$ cat config.mk
export PLATFORM = sky130hd
export DESIGN_NAME = run_length_monitor
export DESIGN_NICKNAME = d
export VERILOG_FILES = /design/src/rtl/run_mon_pkg.sv /design/src/rtl/sat_cnt.sv /design/src/rtl/run_length_monitor.sv
export SDC_FILE = /design/constraint.sdc
export NUM_CORES = 1
export LEC_CHECK = 0
export CAP_MARGIN = 10
export CORE_ASPECT_RATIO = 1.4
export CORE_MARGIN = 2
export CORE_UTILIZATION = 45
export DETAILED_ROUTE_END_ITERATION = 7
export GPL_ROUTABILITY_DRIVEN = 0
export HOLD_SLACK_MARGIN = 0.1
export PLACE_DENSITY = 0.84
export SLEW_MARGIN = 20
export SYNTH_ARGS = -nofsm -noshare
export SYNTH_HDL_FRONTEND = slang
export SYNTH_SLANG_ARGS = --single-unit
$ cat constraint.sdc
create_clock -name clk -period 1.7 [get_ports clk]
set_clock_uncertainty 0.05 [all_clocks]
set_input_delay 0.34 -clock clk [delete_from_list [all_inputs] [get_ports clk]]
set_output_delay 0.34 -clock clk [all_outputs]
set_load 0.01 [all_outputs]
$ cat src/rtl/run_mon_pkg.sv
// rtl/run_mon_pkg.sv - shared state encoding and saturating-increment helper for run_length_monitor
package run_mon_pkg;

  typedef enum logic [1:0] {
    IDLE  = 2'd0,
    RUN   = 2'd1,
    LATCH = 2'd2,
    COOL  = 2'd3
  } state_t;

  // Increment v by one unless it has already reached maxv.
  function automatic logic [31:0] sat_inc(input logic [31:0] v, input logic [31:0] maxv);
    return (v >= maxv) ? maxv : (v + 32'd1);
  endfunction

endpackage

$ cat src/rtl/sat_cnt.sv
// rtl/sat_cnt.sv - saturating up-counter with synchronous clear, load-zero and enable
module sat_cnt
  import run_mon_pkg::*;
#(
  parameter int WIDTH = 8
) (
  input  logic             clk,
  input  logic             rst_n,
  input  logic             clr,
  input  logic             zero,
  input  logic             en,
  output logic [WIDTH-1:0] q
);

  localparam logic [31:0] MAXV = 32'((33'd1 << WIDTH) - 33'd1);

  // Clear and load-zero win over increment; increment stops at all-ones.
  always_ff @(posedge clk or negedge rst_n) begin
    if (!rst_n) begin
      q <= '0;
    end else if (clr || zero) begin
      q <= '0;
    end else if (en) begin
      q <= WIDTH'(sat_inc(32'(q), MAXV));
    end
  end

endmodule

$ cat src/rtl/run_length_monitor.sv
// rtl/run_length_monitor.sv - high-run length monitor with hit pulse, hit counter and cooldown; optional max_run via RUN_MAX_EN
module run_length_monitor
  import run_mon_pkg::*;
#(
  parameter int THRESH   = 4,
  parameter int COOLDOWN = 2,
  parameter int CNT_W    = 8,
  parameter int HIT_W    = 8
) (
  input  logic             clk,
  input  logic             rst_n,
  input  logic             in,
  input  logic             clr,
  output logic             hit,
  output logic [CNT_W-1:0] run_len,
  output logic [HIT_W-1:0] hit_cnt,
  output logic             busy
`ifdef RUN_MAX_EN
  ,
  output logic [CNT_W-1:0] max_run
`endif
);

  localparam int COOL_W = (COOLDOWN < 2) ? 1 : $clog2(COOLDOWN + 1);

  state_t            state;
  logic [COOL_W-1:0] cool_cnt;
  logic              counting;
  logic              hit_set;
  logic              run_inc;
  logic              run_zero;

  // Decode counter controls and the qualifying edge from the current state and sample.
  always_comb begin
    counting = (state == IDLE) || (state == RUN);
    hit_set  = counting && in && (run_len == CNT_W'(THRESH - 1));
    run_inc  = in && (state != COOL);
    run_zero = !run_inc;
  end

  // Run/cooldown FSM with registered hit pulse; clr forces IDLE ahead of the sample.
  always_ff @(posedge clk or negedge rst_n) begin
    if (!rst_n) begin
      state    <= IDLE;
      cool_cnt <= '0;
      hit      <= 1'b0;
    end else if (clr) begin
      state    <= IDLE;
      cool_cnt <= '0;
      hit      <= 1'b0;
    end else begin
      hit <= hit_set;
      case (state)
        IDLE, RUN: begin
          if (in) begin
            state <= hit_set ? LATCH : RUN;
          end else begin
            state <= IDLE;
          end
        end
        LATCH: begin
          if (!in) begin
            if (COOLDOWN == 0) begin
              state <= IDLE;
            end else begin
              state    <= COOL;
              cool_cnt <= COOL_W'(COOLDOWN);
            end
          end
        end
        COOL: begin
          if (cool_cnt <= COOL_W'(1)) begin
            state    <= IDLE;
            cool_cnt <= '0;
          end else begin
            cool_cnt <= cool_cnt - COOL_W'(1);
          end
        end
        default: state <= IDLE;
      endcase
    end
  end

  assign busy = (state != IDLE);

  sat_cnt #(.WIDTH(CNT_W)) u_run_len (
    .clk  (clk),
    .rst_n(rst_n),
    .clr  (clr),
    .zero (run_zero),
    .en   (run_inc),
    .q    (run_len)
  );

  sat_cnt #(.WIDTH(HIT_W)) u_hit_cnt (
    .clk  (clk),
    .rst_n(rst_n),
    .clr  (clr),
    .zero (1'b0),
    .en   (hit_set),
    .q    (hit_cnt)
  );

`ifdef RUN_MAX_EN
  logic [CNT_W-1:0] run_len_nxt;
  logic             max_en;

  // run_len only ever grows by one, so max_run can follow it with a plain increment.
  always_comb begin
    run_len_nxt = CNT_W'(sat_inc(32'(run_len), 32'((33'd1 << CNT_W) - 33'd1)));
    max_en      = run_inc && (run_len_nxt > max_run);
  end

  sat_cnt #(.WIDTH(CNT_W)) u_max_run (
    .clk  (clk),
    .rst_n(rst_n),
    .clr  (clr),
    .zero (1'b0),
    .en   (max_en),
    .q    (max_run)
  );
`endif

endmodule
==> results of run 1 <==
## path summary, 6_finish.rpt
| path | from | to | slack [ns] |
|---|---|---|---|
| max | u_hit_cnt.q[7] | hit_cnt[7] | 0.04 |
| min | rst_n | state[0] | 0.32 |
| max reg2reg | u_run_len.q[7] | u_hit_cnt.q[5] | 0.04 |
| min reg2reg | u_run_len.q[0] | u_run_len.q[0] | 0.53 |
| max in group asynchronous | rst_n | u_run_len.q[2] | 1.04 |
| min in group clk | u_run_len.q[0] | u_run_len.q[0] | 0.53 |
## routing by layer
layer / part of all wire [%] / wire [um] / vias to the layer above / track usage (%)
li1: - / - / 511 / -
met1: 40 / 1100 / 511 / 21.9
met2: 54 / 1490 / 32 / 38.8
met3: 3.4 / 94 / 10 / 2.89
met4: 2.7 / 76 / 0 / 11.8
met5: 0 / 0 / - / 0
## sequential cells by signal (all words and copies together), names as in the netlist
| signal | flops |
|---|---|
| u_hit_cnt.q | 8 |
| u_run_len.q | 8 |
| cool_cnt | 2 |
| state | 2 |
| hit | 1 |
## layout make-up
class | instances | share of cell area [%]
Multi-Input combinational cell | 83 | 34.6
Sequential cell | 21 | 33.1
Timing Repair Buffer | 52 | 28.2
Tap cell | 22 | 1.71
Clock buffer | 4 | 1.63
Inverter | 3 | 0.700
## worst register-to-register path, stage by stage (launching register included)
cell	delay, ns
dfrtp_1	0.40
buf_4	0.14
nor4_4	0.32
and3_4	0.30
and3_2	0.23
a311oi_2	0.09
## metrics by stage
step / instances / worst slack [ns]
after floorplan: 109 / 0.0214
after global placement: 162 / -0.139
after detailed placement: 162 / -0.200
after CTS: 174 / 0.000395
after global routing: 185 / -0.0385
final: 185 / 0.0350
## kinds of logic (layout without fill, tap and decap cells)
| group | after synthesis | in the layout | synth area share, % |
|---|---|---|---|
| AOI/OAI and AO/OA | 27 | 27 | 16.8 |
| and+or+nand+nor | 51 | 51 | 27.0 |
| buffers and inverters | 5 | 59 | 2.45 |
| DFF | 21 | 21 | 49.0 |
| adders and majority gates | 2 | 2 | 2.33 |
| xor gates and xnor gates | 3 | 3 | 2.45 |
## power by group
part | internal, mW | switching (mW) | leakage [nW] | total (mW)
registers | 0.504 | 0.00316 | 0.283 | 0.507
clock network | 0.0914 | 0.140 | 0.0150 | 0.231
logic | 0.0297 | 0.0352 | 0.529 | 0.0649
total | 0.625 | 0.178 | 0.827 | 0.803
## layout by cell type, fill, tap and decap left out, drive strengths merged, types with 4 or more instances in the layout
| master | synthesis | routed |
|---|---|---|
| nor3 | 5 | 5 |
| a311oi | 4 | 4 |
| clkbuf | 1 | 4 |
| and3 | 5 | 5 |
| a21oi | 13 | 13 |
| dlymetal6s2s | 0 | 6 |
| nor2 | 13 | 13 |
| nand2 | 6 | 6 |
| clkdlybuf4s50 | 0 | 11 |
| buf | 1 | 31 |
| dfrtp | 21 | 21 |
| nand3 | 5 | 5 |
## what timing repair did
item,4_1_cts,5_1_grt
setup endpoints to repair,14,26
resized for setup,9,13
endpoints found under the hold margin,0,0
buffers inserted,8,11
pin swaps,0,9
==> impl_metrics.env, run 1 <==
export IMPL_synth_cells=109
export IMPL_relSlewSlack_pct=78.9
export IMPL_yosys_top_cells_count="21 x dfrtp_1, 13 x a21oi_1, 13 x nor2_1, 6 x nand2_1"
export IMPL_period_share_pct=97.9
export IMPL_grt_antenna_before_repair=0
export IMPL_fill_cells=168
export IMPL_ys_flop_type="dfrtp_1"
export IMPL_synth_fp_nets=115
export IMPL_first_global_vias=1030
export IMPL_grt_pass1_wl_um=4220
export IMPL_row_count=20
export IMPL_slew_viol_final=0
export IMPL_vias=1064
export IMPL_cts_tree="yes"
export IMPL_stdcell_area_sq_um=1610
export IMPL_setup_viol=0
export IMPL_grt_usage_pct=20.8
export IMPL_die_y_um=61.8
export IMPL_post_route_min_period_ns=1.66
export IMPL_seq_area_sq_um=532
export IMPL_multi_input_area_sq_um=557
export IMPL_routed_via_density=5.75
export IMPL_wl_per_cell_um=15.0
export IMPL_synth_edff_count=0
export IMPL_start_util_pct=48.2
export IMPL_final_util_pct=72.2
export IMPL_critPathKind="reg -> out"
export IMPL_die_area_sq_um=2800
export IMPL_syn2layout_area_growth_pct=49.8
export IMPL_yosysTopAreaCellShare_pct=49.0
export IMPL_nNetsFinal=170
export IMPL_synth_most_common_cell="dfrtp_1"
export IMPL_power_leakage_nw=0.827
export IMPL_yosys_top_cells_area="dfrtp_1 49%, a21oi_1 6.1%, nor2_1 4.5%"
export IMPL_synth_ff_latch_count=21
export IMPL_critical_path_peak_fanout=4
export IMPL_path_delay_family="buffers and inverters"
export IMPL_powerDensity_nw_per_um2=499
export IMPL_critPathLaunchType="flip-flop"
export IMPL_drv_cap=0
export IMPL_worst_pin_slew_ns=0.316
export IMPL_dp_hpwl_um=1820
export IMPL_path_buf_inv=1
export IMPL_async_flop_share_pct=100
export IMPL_antenna_cells=0
export IMPL_fmax_ghz=0.601
export IMPL_dr_pass1_iters=4
export IMPL_ys_types=32
export IMPL_ant_nets=0
export IMPL_synth_seq_area_share_pct=49.0
export IMPL_cts_root_buffer="clkbuf_4"
export IMPL_die_w_um=45.3
export IMPL_first_iter_violations=19
export IMPL_yosys_area_top_type="dfrtp_1"
export IMPL_core_region_area_sq_um=2230
export IMPL_path_cells="clkdlybuf4s50_1"
export IMPL_r2r_cells=5
export IMPL_crit_path_end_kind="output port"
export IMPL_clock_latency_ns=0.30
export IMPL_slowest_stage="clkdlybuf4s50_1"
export IMPL_ios=22
export IMPL_required_ns=1.31
export IMPL_drc=0
export IMPL_yosys_warnings=0
export IMPL_final_hold_viol_count=0
export IMPL_worst_ep_arrival_time_ns=1.27
export IMPL_hold_class="in -> async"
export IMPL_drt_total_wl_um=2770
export IMPL_avgSynthCellArea_sq_um=9.85
export IMPL_ir_worst_vdd_v=0.000411
export IMPL_dpl_cell_area_sq_um=1390
export IMPL_overflow=0
export IMPL_setup_tns_ns=0
export IMPL_holdWs_ns=0.320
export IMPL_cts_max_level=1
export IMPL_syn_area_sq_um=1070
export IMPL_clock_path_buffers=2
export IMPL_critical_path_max_stage_delay_ns=0.56
export IMPL_finalPower_mw=0.803
export IMPL_cts_made_buffers=3
export IMPL_cp_depth=1
export IMPL_clkTransAtPathRegs_ns=0.11
export IMPL_rsz0062_at_grt="yes"
export IMPL_ctsHoldBuffers=0
export IMPL_grt_start_max_net_pins=22
export IMPL_status="completed"
export IMPL_clock_sinks=21
export IMPL_final_layout_size_suffix_gt1_share_pct=32.5
export IMPL_portBuffers=21
No activity file was read; power rests on OpenSTA's default activity.
==> inputs of run 2 (changes only) <==
CELL_PAD_IN_SITES_DETAIL_PLACEMENT = 1   (was default)
CELL_PAD_IN_SITES_GLOBAL_PLACEMENT = 1   (was default)
CORE_UTILIZATION = 34   (was 45)
PLACE_DENSITY = 0.83   (was 0.84)
TNS_END_PERCENT = 30   (was default)
==> run 2 against run 1 <==
  * Clock power rose by 40%
  * Setup slack better by 0.0060 ns
  * Sequential cell count did not move
  * Register-to-register slack improved by 0.06 ns
  * Combinational power up 6.3%
  * Total power is 12% higher
  * Non-clock buffer count fell by 14
  * Global-route usage fell by 1.9 points
  * Critical path type unchanged
  * Critical endpoint is now hit_cnt[6]
==> impl_metrics.env, run 2 (synthesis results as in run 1) <==
export IMPL_routed_via_density=5.24
export IMPL_cts_made_buffers=3
export IMPL_period_share_pct=97.6
export IMPL_first_iter_violations=23
export IMPL_path_delay_family="buffers and inverters"
export IMPL_setup_viol=0
export IMPL_power_frac_seq_pct=56.4
export IMPL_row_count=24
export IMPL_post_place_ws_ns=-0.317
export IMPL_die_y_um=70.5
export IMPL_grt_pass1_wl_um=5240
export IMPL_fmax_ghz=0.603
export IMPL_final_util_pct=50.1
export IMPL_pwr_share_comb_pct=7.7
export IMPL_power_leakage_nw=0.693
export IMPL_slew_viol_final=0
export IMPL_placed_cells=182
export IMPL_path_buf_inv=1
export IMPL_ios=22
export IMPL_worst_ep_arrival_time_ns=1.27
export IMPL_nNetsFinal=156
export IMPL_grt_usage_pct=18.9
export IMPL_final_hold_viol_count=0
export IMPL_die_w_um=51.5
export IMPL_post_route_min_period_ns=1.66
export IMPL_clkTransAtPathRegs_ns=0.08
export IMPL_required_ns=1.31
export IMPL_cts_max_level=1
export IMPL_grt_antenna_before_repair=0
export IMPL_vias=985
export IMPL_final_layout_size_suffix_gt1_share_pct=27.5
export IMPL_ir_worst_vdd_v=0.000430
export IMPL_syn2layout_area_growth_pct=42.9
export IMPL_final_common_cell="buf_4"
export IMPL_top_regs="u_hit_cnt.q (8), u_run_len.q (8)"
export IMPL_powerDensity_nw_per_um2=586
export IMPL_core_region_area_sq_um=3060
export IMPL_clock_latency_ns=0.26
export IMPL_first_global_vias=1129
export IMPL_cts_tree="yes"
export IMPL_drv_cap=0
export IMPL_grt_start_max_net_pins=22
export IMPL_timing_final_ws_setup_ns=0.0410
export IMPL_wl_per_cell_um=16.2
export IMPL_critPathLaunchType="flip-flop"
export IMPL_worst_pin_slew_ns=0.335
export IMPL_ctsHoldBuffers=0
export IMPL_multi_input_area_sq_um=554
export IMPL_critical_path_peak_fanout=6
export IMPL_final_cell_mix="17 x buf_4, 14 x dfrtp_1, 14 x clkdlybuf4s50_1"
export IMPL_p_sw_mw=0.197
export IMPL_ant_nets=0
export IMPL_p_int_mw=0.702
export IMPL_slowest_stage="clkdlybuf4s50_1"
export IMPL_portBuffers=21
export IMPL_drt_total_wl_um=3050
export IMPL_dp_hpwl_um=2210
export IMPL_cts_root_buffer="clkbuf_8"
export IMPL_final_cells=188
export IMPL_seq_area_sq_um=534
export IMPL_relSlewSlack_pct=77.6
export IMPL_critPathKind="reg -> out"
export IMPL_hold_class="in -> async"
export IMPL_critical_path_max_stage_delay_ns=0.57
export IMPL_die_area_sq_um=3630
export IMPL_finalPower_mw=0.899
export IMPL_drc=0
export IMPL_antenna_cells=0
export IMPL_crit_path_end_kind="output port"
export IMPL_start_util_pct=35.0
export IMPL_swShare_pct=21.9
export IMPL_overflow=0
export IMPL_pwr_share_clk_pct=36.0
export IMPL_clock_path_buffers=2
export IMPL_dr_pass1_iters=3
export IMPL_fill_cells=349
export IMPL_status="completed"
export IMPL_rsz0062_at_grt="yes"
export IMPL_clock_sinks=21
export IMPL_path_cells="clkdlybuf4s50_1"
export IMPL_setup_tns_ns=0
-- run 2: cell type report --
| type | instances | share of cell area, % |
|---|---|---|
| tap | 39 | 3.18 |
| clock buffer | 4 | 2.94 |
| sequential | 21 | 34.8 |
| multi-input combinational | 83 | 36.1 |
| inverter | 3 | 0.734 |
| timing repair buffer | 38 | 22.2 |
-- run 2: power groups by stage --
stage	combinational [mW]	clock [mW]	sequential [mW]
final	0.0690	0.323	0.507
after CTS	0.0693	0.328	0.507
after detailed placement	0.0672	0	0.518
after global routing	0.0766	0.357	0.507
after global placement	0.0642	0	0.517
after floorplan	0.0195	0	0.519
-- run 2: per-stage QoR --
step,hold slack [ns],area (sq um)
after global placement,0.466,1440
final,0.375,1530
after global routing,0.403,1530
after detailed placement,0.495,1440
after floorplan,-0.00559,1080
after CTS,0.384,1490
-- run 2: worst paths after layout --
kind	endpoint	start	depth (start not counted)	slack (ns)
worst max-delay path	hit_cnt[6]	u_hit_cnt.q[6]	1	0.04
max in group asynchronous	u_run_len.q[4]	rst_n	2	0.98
worst max register to register	u_hit_cnt.q[5]	u_run_len.q[5]	4	0.10
min in group clk	u_hit_cnt.q[2]	u_hit_cnt.q[2]	1	0.49
worst min-delay path	u_hit_cnt.q[7]	rst_n	2	0.38
worst min register to register	u_hit_cnt.q[2]	u_hit_cnt.q[2]	1	0.49
-- run 2: layer usage --
layer / part of all wire (%) / wire length [um] / GRT usage (%)
met1: 41 / 1250 / 21.6
met2: 56 / 1720 / 36.3
met3: 2.2 / 67 / 2.14
met4: 0.56 / 17 / 3.51
met5: 0 / 0 / 0
-- run 2: timing repair --
item	CTS	global route
setup buffers	1	1
cloned	0	0
endpoints found under the setup margin	15	18
pin swaps	0	1
resized for setup	9	12
